--- config.mk ---
export PLATFORM = sky130hd
export DESIGN_NAME = bfloat16_result_fifo
export DESIGN_NICKNAME = d
export VERILOG_FILES = /design/src/rtl/bfloat16_result_fifo.sv
export SDC_FILE = /design/constraint.sdc
export NUM_CORES = 1
export LEC_CHECK = 0
export BUFFER_PORTS_ARGS = -buffer_cell sky130_fd_sc_hd__buf_4
export CAP_MARGIN = 20
export CELL_PAD_IN_SITES_DETAIL_PLACEMENT = 0
export CELL_PAD_IN_SITES_GLOBAL_PLACEMENT = 2
export CORE_UTILIZATION = 45
export CTS_BUF_LIST = sky130_fd_sc_hd__clkbuf_16
export CTS_CLUSTER_SIZE = 20
export DETAILED_ROUTE_END_ITERATION = 10
export PLACE_DENSITY_LB_ADDON = 0.1
export SLEW_MARGIN = 20
export SYNTH_ARGS = -nofsm -noshare
export SYNTH_HDL_FRONTEND = slang
export SYNTH_SLANG_ARGS = --single-unit
export TNS_END_PERCENT = 30
--- constraint.sdc ---
create_clock -name clock -period 3.6 [get_ports clock]
set_input_delay 0.18 -clock clock [delete_from_list [all_inputs] [get_ports clock]]
set_output_delay 0.18 -clock clock [all_outputs]
set_load 0.03 [all_outputs]
--- src/rtl/bfloat16_result_fifo.sv ---
`default_nettype none
// ============================================================================
// Module   : bfloat16_result_fifo
// Purpose  : Result buffer behind the bfloat16 adder. A sum is captured on
//            each sum_ready_in pulse and stored in a first-word-fall-through
//            FIFO. The consumer reads it over a valid/ready handshake. Each
//            head entry is tagged with zero and inf/NaN classification flags.
// Ports    : clock, nreset         - clock (rising edge), async active-low reset
//            sum_in, sum_ready_in  - adder result and its one-cycle ready pulse
//            out_data, out_valid,
//            out_ready             - consumer handshake, head entry (FWFT)
//            out_is_zero           - out_data[14:0] == 0 (sign ignored)
//            out_is_special        - exponent out_data[14:7] == 8'hFF
//            count, full           - occupancy 0..DEPTH, and count == DEPTH
//            overflow,
//            clear_overflow        - sticky drop flag and its synchronous clear
// Option   : BF16_FIFO_STATS_EN adds the push_total (16b) and drop_total (8b)
//            saturating counters. They are cleared only by nreset.
// Revision : 1.0 - initial release
// ============================================================================
module bfloat16_result_fifo #(
    parameter  int DEPTH  = 8,
    localparam int ADDR_W = $clog2(DEPTH)
) (
    input  logic              clock,
    input  logic              nreset,
    input  logic [15:0]       sum_in,
    input  logic              sum_ready_in,
    output logic [15:0]       out_data,
    output logic              out_valid,
    input  logic              out_ready,
    output logic              out_is_zero,
    output logic              out_is_special,
    output logic [ADDR_W:0]   count,
    output logic              full,
    output logic              overflow,
    input  logic              clear_overflow
`ifdef BF16_FIFO_STATS_EN
    ,
    output logic [15:0]       push_total,
    output logic [7:0]        drop_total
`endif
);

    localparam logic [ADDR_W:0]   C_FULL_CNT = (ADDR_W + 1)'(DEPTH);
    localparam logic [ADDR_W-1:0] C_PTR_ONE  = ADDR_W'(1);

    // ------------------------------------------------------------------
    // State
    // ------------------------------------------------------------------
    logic [15:0]       mem_q [DEPTH];
    logic [ADDR_W-1:0] wr_ptr_q, wr_ptr_d;
    logic [ADDR_W-1:0] rd_ptr_q, rd_ptr_d;
    logic [ADDR_W:0]   count_q,  count_d;
    logic              overflow_q, overflow_d;

    logic              w_empty;
    logic              w_full;
    logic              w_push;
    logic              w_pop;
    logic              w_drop;
    logic [15:0]       w_head;

    // ------------------------------------------------------------------
    // Handshake decode. full/empty come from the count, not from the
    // pointers. When the FIFO is full, a pop in the same cycle frees the
    // slot for the incoming push, so no result is dropped.
    // ------------------------------------------------------------------
    always_comb begin
        w_empty = (count_q == '0);
        w_full  = (count_q == C_FULL_CNT);
        w_pop   = !w_empty && out_ready;
        w_push  = sum_ready_in && (!w_full || w_pop);
        w_drop  = sum_ready_in && w_full && !w_pop;
    end

    always_comb begin
        wr_ptr_d   = wr_ptr_q;
        rd_ptr_d   = rd_ptr_q;
        count_d    = count_q;
        overflow_d = overflow_q;

        // DEPTH is a power of two, so the pointers wrap by plain overflow.
        if (w_push) begin
            wr_ptr_d = wr_ptr_q + C_PTR_ONE;
        end
        if (w_pop) begin
            rd_ptr_d = rd_ptr_q + C_PTR_ONE;
        end

        unique case ({w_push, w_pop})
            2'b10:   count_d = count_q + 1'b1;
            2'b01:   count_d = count_q - 1'b1;
            default: count_d = count_q;
        endcase

        // If a drop and a clear happen in the same cycle, the drop wins.
        if (w_drop) begin
            overflow_d = 1'b1;
        end else if (clear_overflow) begin
            overflow_d = 1'b0;
        end
    end

    always_ff @(posedge clock or negedge nreset) begin
        if (!nreset) begin
            wr_ptr_q   <= '0;
            rd_ptr_q   <= '0;
            count_q    <= '0;
            overflow_q <= 1'b0;
        end else begin
            wr_ptr_q   <= wr_ptr_d;
            rd_ptr_q   <= rd_ptr_d;
            count_q    <= count_d;
            overflow_q <= overflow_d;
        end
    end

    // Storage has no reset. The count gates every read, so stale contents
    // are never visible.
    always_ff @(posedge clock) begin
        if (w_push) begin
            mem_q[wr_ptr_q] <= sum_in;
        end
    end

    // ------------------------------------------------------------------
    // Outputs. The head is read combinationally from storage and forced
    // to zero while the FIFO is empty. There is no bypass from sum_in.
    // ------------------------------------------------------------------
    always_comb begin
        w_head = w_empty ? 16'h0000 : mem_q[rd_ptr_q];
    end

    assign out_data       = w_head;
    assign out_valid      = !w_empty;
    assign out_is_zero    = (w_head[14:0] == 15'h0000);
    assign out_is_special = (w_head[14:7] == 8'hFF);
    assign count          = count_q;
    assign full           = w_full;
    assign overflow       = overflow_q;

`ifdef BF16_FIFO_STATS_EN
    // ------------------------------------------------------------------
    // Saturating activity counters. They are cleared by reset only.
    // ------------------------------------------------------------------
    logic [15:0] push_total_q, push_total_d;
    logic [7:0]  drop_total_q, drop_total_d;

    always_comb begin
        push_total_d = push_total_q;
        drop_total_d = drop_total_q;
        if (w_push && (push_total_q != 16'hFFFF)) begin
            push_total_d = push_total_q + 16'd1;
        end
        if (w_drop && (drop_total_q != 8'hFF)) begin
            drop_total_d = drop_total_q + 8'd1;
        end
    end

    always_ff @(posedge clock or negedge nreset) begin
        if (!nreset) begin
            push_total_q <= '0;
            drop_total_q <= '0;
        end else begin
            push_total_q <= push_total_d;
            drop_total_q <= drop_total_d;
        end
    end

    assign push_total = push_total_q;
    assign drop_total = drop_total_q;
`endif

endmodule
`default_nettype wire

==> flow_metrics.py <==
metrics = {
    "placement": {
        "hpwl_mm": 7.33,
        "dp_cells": 527,
        "port_buffers": 45,
        "routabilityCongestion": 0.719,
        "place_ws_ns": 0.867,
    },
    "synth": {
        "avgSynthCellArea_sq_um": 18.0,
        "seq_area_frac_synth_pct": 73.0,
        "netlist_area_sq_um": 5650,
        "yosys-top-cells-area": "edfxtp_1, mux2i_1, dfrtp_1",
        "async_reset_ff_share_pct": 7.91,
        "synth_flop_cell": "edfxtp_1",
        "syn-num-nets": 337,
        "syn_inst": 313,
        "ys_warn_count": 0,
        "yosys.area.top_type_share_pct": 68.1,
        "ys_types": 44,
        "synth_edf_count": 128,
        "synth_top_cell_by_area": "edfxtp_1",
        "ys_ff_latch": 139,
    },
    "global_routing": {
        "grt_pass1_vias": 3109,
        "antenna_found_initial": 0,
        "grt_pass1_wl_mm": 18.4,
        "grt_max_degree": 26,
        "grt.total_usage_pct": 20.5,
        "grt-ovfl-total": 0,
    },
    "worst_hold_path": {
        "hp-class": "in2reg",
    },
    "critical_path": {
        "worstPathMaxFanout": 25,
        "critical_path_buf_inv_count": 2,
        "critPathTopFamily": "flip-flops",
        "path_cells": "buf_12 -> mux2i_1 -> a22oi_1 -> nand2_1 -> a221oi_1 -> nand4_1 -> nor3_1 -> buf_4",
        "worstSetupPathType": "reg2out",
        "end_kind": "output pin",
        "cp_slowest_stage_delay_ns": 0.74,
        "required_ns": 3.42,
        "arrival_ns": 2.97,
        "slowest_stage": "dfrtp_2",
        "startpoint_type": "flop",
    },
    "run_status": {
        "outcome": "complete, no violations",
    },
    "cells_and_area": {
        "syn_to_final_growth_pct": 23.2,
        "fillCellCount": 974,
        "nets": 418,
        "antenna_cells": 0,
        "fin_cells": 575,
        "drive_gt1_share_pct": 25.8,
    },
    "clock_tree": {
        "postCtsHoldBufs": 16,
        "path_clk_slew_ns": 0.06,
        "htreeDepth": 4,
        "cts.sinks": 139,
        "cts_tree": "built",
        "cts_made_buffers": 17,
        "root_buffer": "clkbuf_16",
        "clockBufferDepth": 2,
        "cts_resized": 0,
        "clk_latency_ns": 0.41,
        "cts_setup_buffers": 0,
    },
    "sta": {
        "fin_ws_ns": 0.455,
        "fin_skew_ns": 0.00379,
        "setup_viol": 0,
        "timing.fmax_mhz": 318,
        "slew_headroom_pct": 47.0,
        "final.setup.tns_ns": 0,
        "min_period_over_period_pct": 87.4,
        "rsz0062_at_grt": "no",
        "max_slew.worst_pin.slew_ns": 0.790,
        "slew_viol_final": 0,
        "hold_viol": 0,
        "min_period_ns": 3.15,
    },
    "detailed_routing": {
        "drc": 0,
        "routedWlPerCell_um": 20.7,
        "drtAntennaViolNets": 0,
        "firstDrtPassIters": 4,
        "num_vias": 2999,
        "drt_iter0_drc": 162,
        "drt-total-wl_mm": 11.9,
        "viasPerCell": 5.22,
    },
    "power": {
        "leakagePower_nw": 2.56,
        "ir_worst_vdd_mv": 0.501,
        "p_sw_share_pct": 35.9,
        "p_clk_share_pct": 25.7,
        "pwr-share-comb_pct": 37.8,
        "intPower_mw": 3.99,
        "p_per_area_nw_per_um2": 895,
        "switchingPower_mw": 2.24,
        "seq_power_share_pct": 36.5,
    },
    "floorplanning": {
        "core_area_sq_um": 12100,
        "die-area_sq_um": 13000,
        "start_util_pct": 46.6,
        "die_h_um": 114,
        "die_width_um": 114,
        "io_pins": 46,
        "fp-row-count": 40,
    },
    "job": {
        "cap_violations": 0,
    },
}
[cells in the final DEF (no fill, tap or decap), types with 3 or more instances in the layout]
cell type,netlist,routed
a221oi_1,3,3
a221oi_2,4,4
a22o_1,3,3
a22oi_1,10,10
and2_1,3,3
buf_12,1,3
buf_4,4,56
clkbuf_16,0,17
clkinv_1,0,4
clkinv_2,0,4
dfrtp_1,11,10
dlygate4sd3_1,0,16
edfxtp_1,128,128
ha_1,3,3
inv_1,3,7
mux2i_1,42,42
mux4_1,4,4
mux4_2,9,9
nand2_1,16,16
nand2b_1,3,3
nand3_1,4,4
nor2_1,16,16
nor2b_1,4,4
nor3_1,5,3
xnor2_1,4,4
xor2_1,3,3
[layout make-up]
type / instances / area [sq um] / share of cell area [%]
timing repair buffer: 75 / 641 / 9.21
clock inverter: 15 / 118 / 1.69
tap: 168 / 210 / 3.02
clock buffer: 17 / 425 / 6.11
inverter: 4 / 15.0 / 0.216
sequential: 139 / 4120 / 59.2
multi-input combinational: 157 / 1430 / 20.5
[kinds of logic (layout without fill, tap and decap cells)]
family | count (synthesis) | count (layout) | share of synthesized area (%)
compound gates | 31 | 31 | 4.65
xor+xnor | 7 | 7 | 1.09
fa+ha+maj | 3 | 3 | 0.665
buf+inv | 17 | 111 | 1.91
flops | 139 | 139 | 73.0
mux | 58 | 58 | 13.5
simple gates | 58 | 58 | 5.23
[cell usage after synthesis (all sizes together), types with 5 or more instances]
cell    number
a221oi       7
dfrtp       11
nor2        17
mux4        13
buf         10
edfxtp     128
nor3         5
mux2i       42
nand2       16
a22oi       10
[power groups by stage]
stage	combinational, mW	sequential, mW	clock (mW)
after floorplan	1.65	2.22	0
after global placement	2.36	2.30	0
after detailed placement	2.37	2.31	0
after CTS	2.39	2.28	1.63
final	2.35	2.27	1.60
after global routing	2.52	2.31	1.70
[worst paths after layout]
path                                    startpoint                       to  slack [ns]  depth (start not counted)
max                        rd_ptr_q[1]$_DFFE_PN0N_           out_is_special        0.45                          8
min                                     sum_in[11]   mem_q[0][11]$_DFFE_PP_        0.02                          1
max reg2reg                   count[3]$_DFFE_PN0P_   mem_q[1][13]$_DFFE_PP_        1.03                          5
min reg2reg                wr_ptr_q[0]$_DFFE_PN0P_  wr_ptr_q[0]$_DFFE_PN0P_        0.52                          1
max in group asynchronous                   nreset  rd_ptr_q[1]$_DFFE_PN0N_        3.27                          2
min in group asynchronous                   nreset     overflow$_DFFE_PN0P_        0.15                          2
[metrics by stage]
step	util [%]	instance area (sq um)	hold WS (ns)	total power, mW
6_report	57.4	6960	0.0202	6.23
5_1_grt	57.4	6960	0.0135	6.54
4_1_cts	57.4	6960	0.00508	6.30
3_5_place_dp	51.6	6250	0.0337	4.68
3_3_place_gp	51.6	6250	0.0323	4.66
2_1_floorplan	-	5650	-0.116	3.87
[per-layer routing]
| metal | vias to the layer above | wire length [um] | part of all wire (%) | GRT usage (%) |
|---|---|---|---|---|
| li1 | 1416 | - | - | - |
| met1 | 1510 | 5370 | 45 | 28.1 |
| met2 | 62 | 5820 | 49 | 31.8 |
| met3 | 11 | 510 | 4.3 | 4.57 |
| met4 | 0 | 186 | 1.6 | 8.83 |
| met5 | - | 0 | 0 | 0 |
[worst reg2reg max path, stage by stage, from the launching register on]
cell and delay [ns]:
dfrtp_1 0.45, nor2b_1 0.19, a21boi_1 0.50, nand2_1 0.24, nor3_2 0.64, buf_12 0.25
[state kept, by name, indices dropped and copies added, names as in the netlist]
register  cells
count         4
wr_ptr_q      3
rd_ptr_q      3
overflow      1
mem_q       128
(Power assumes the default switching activity.)
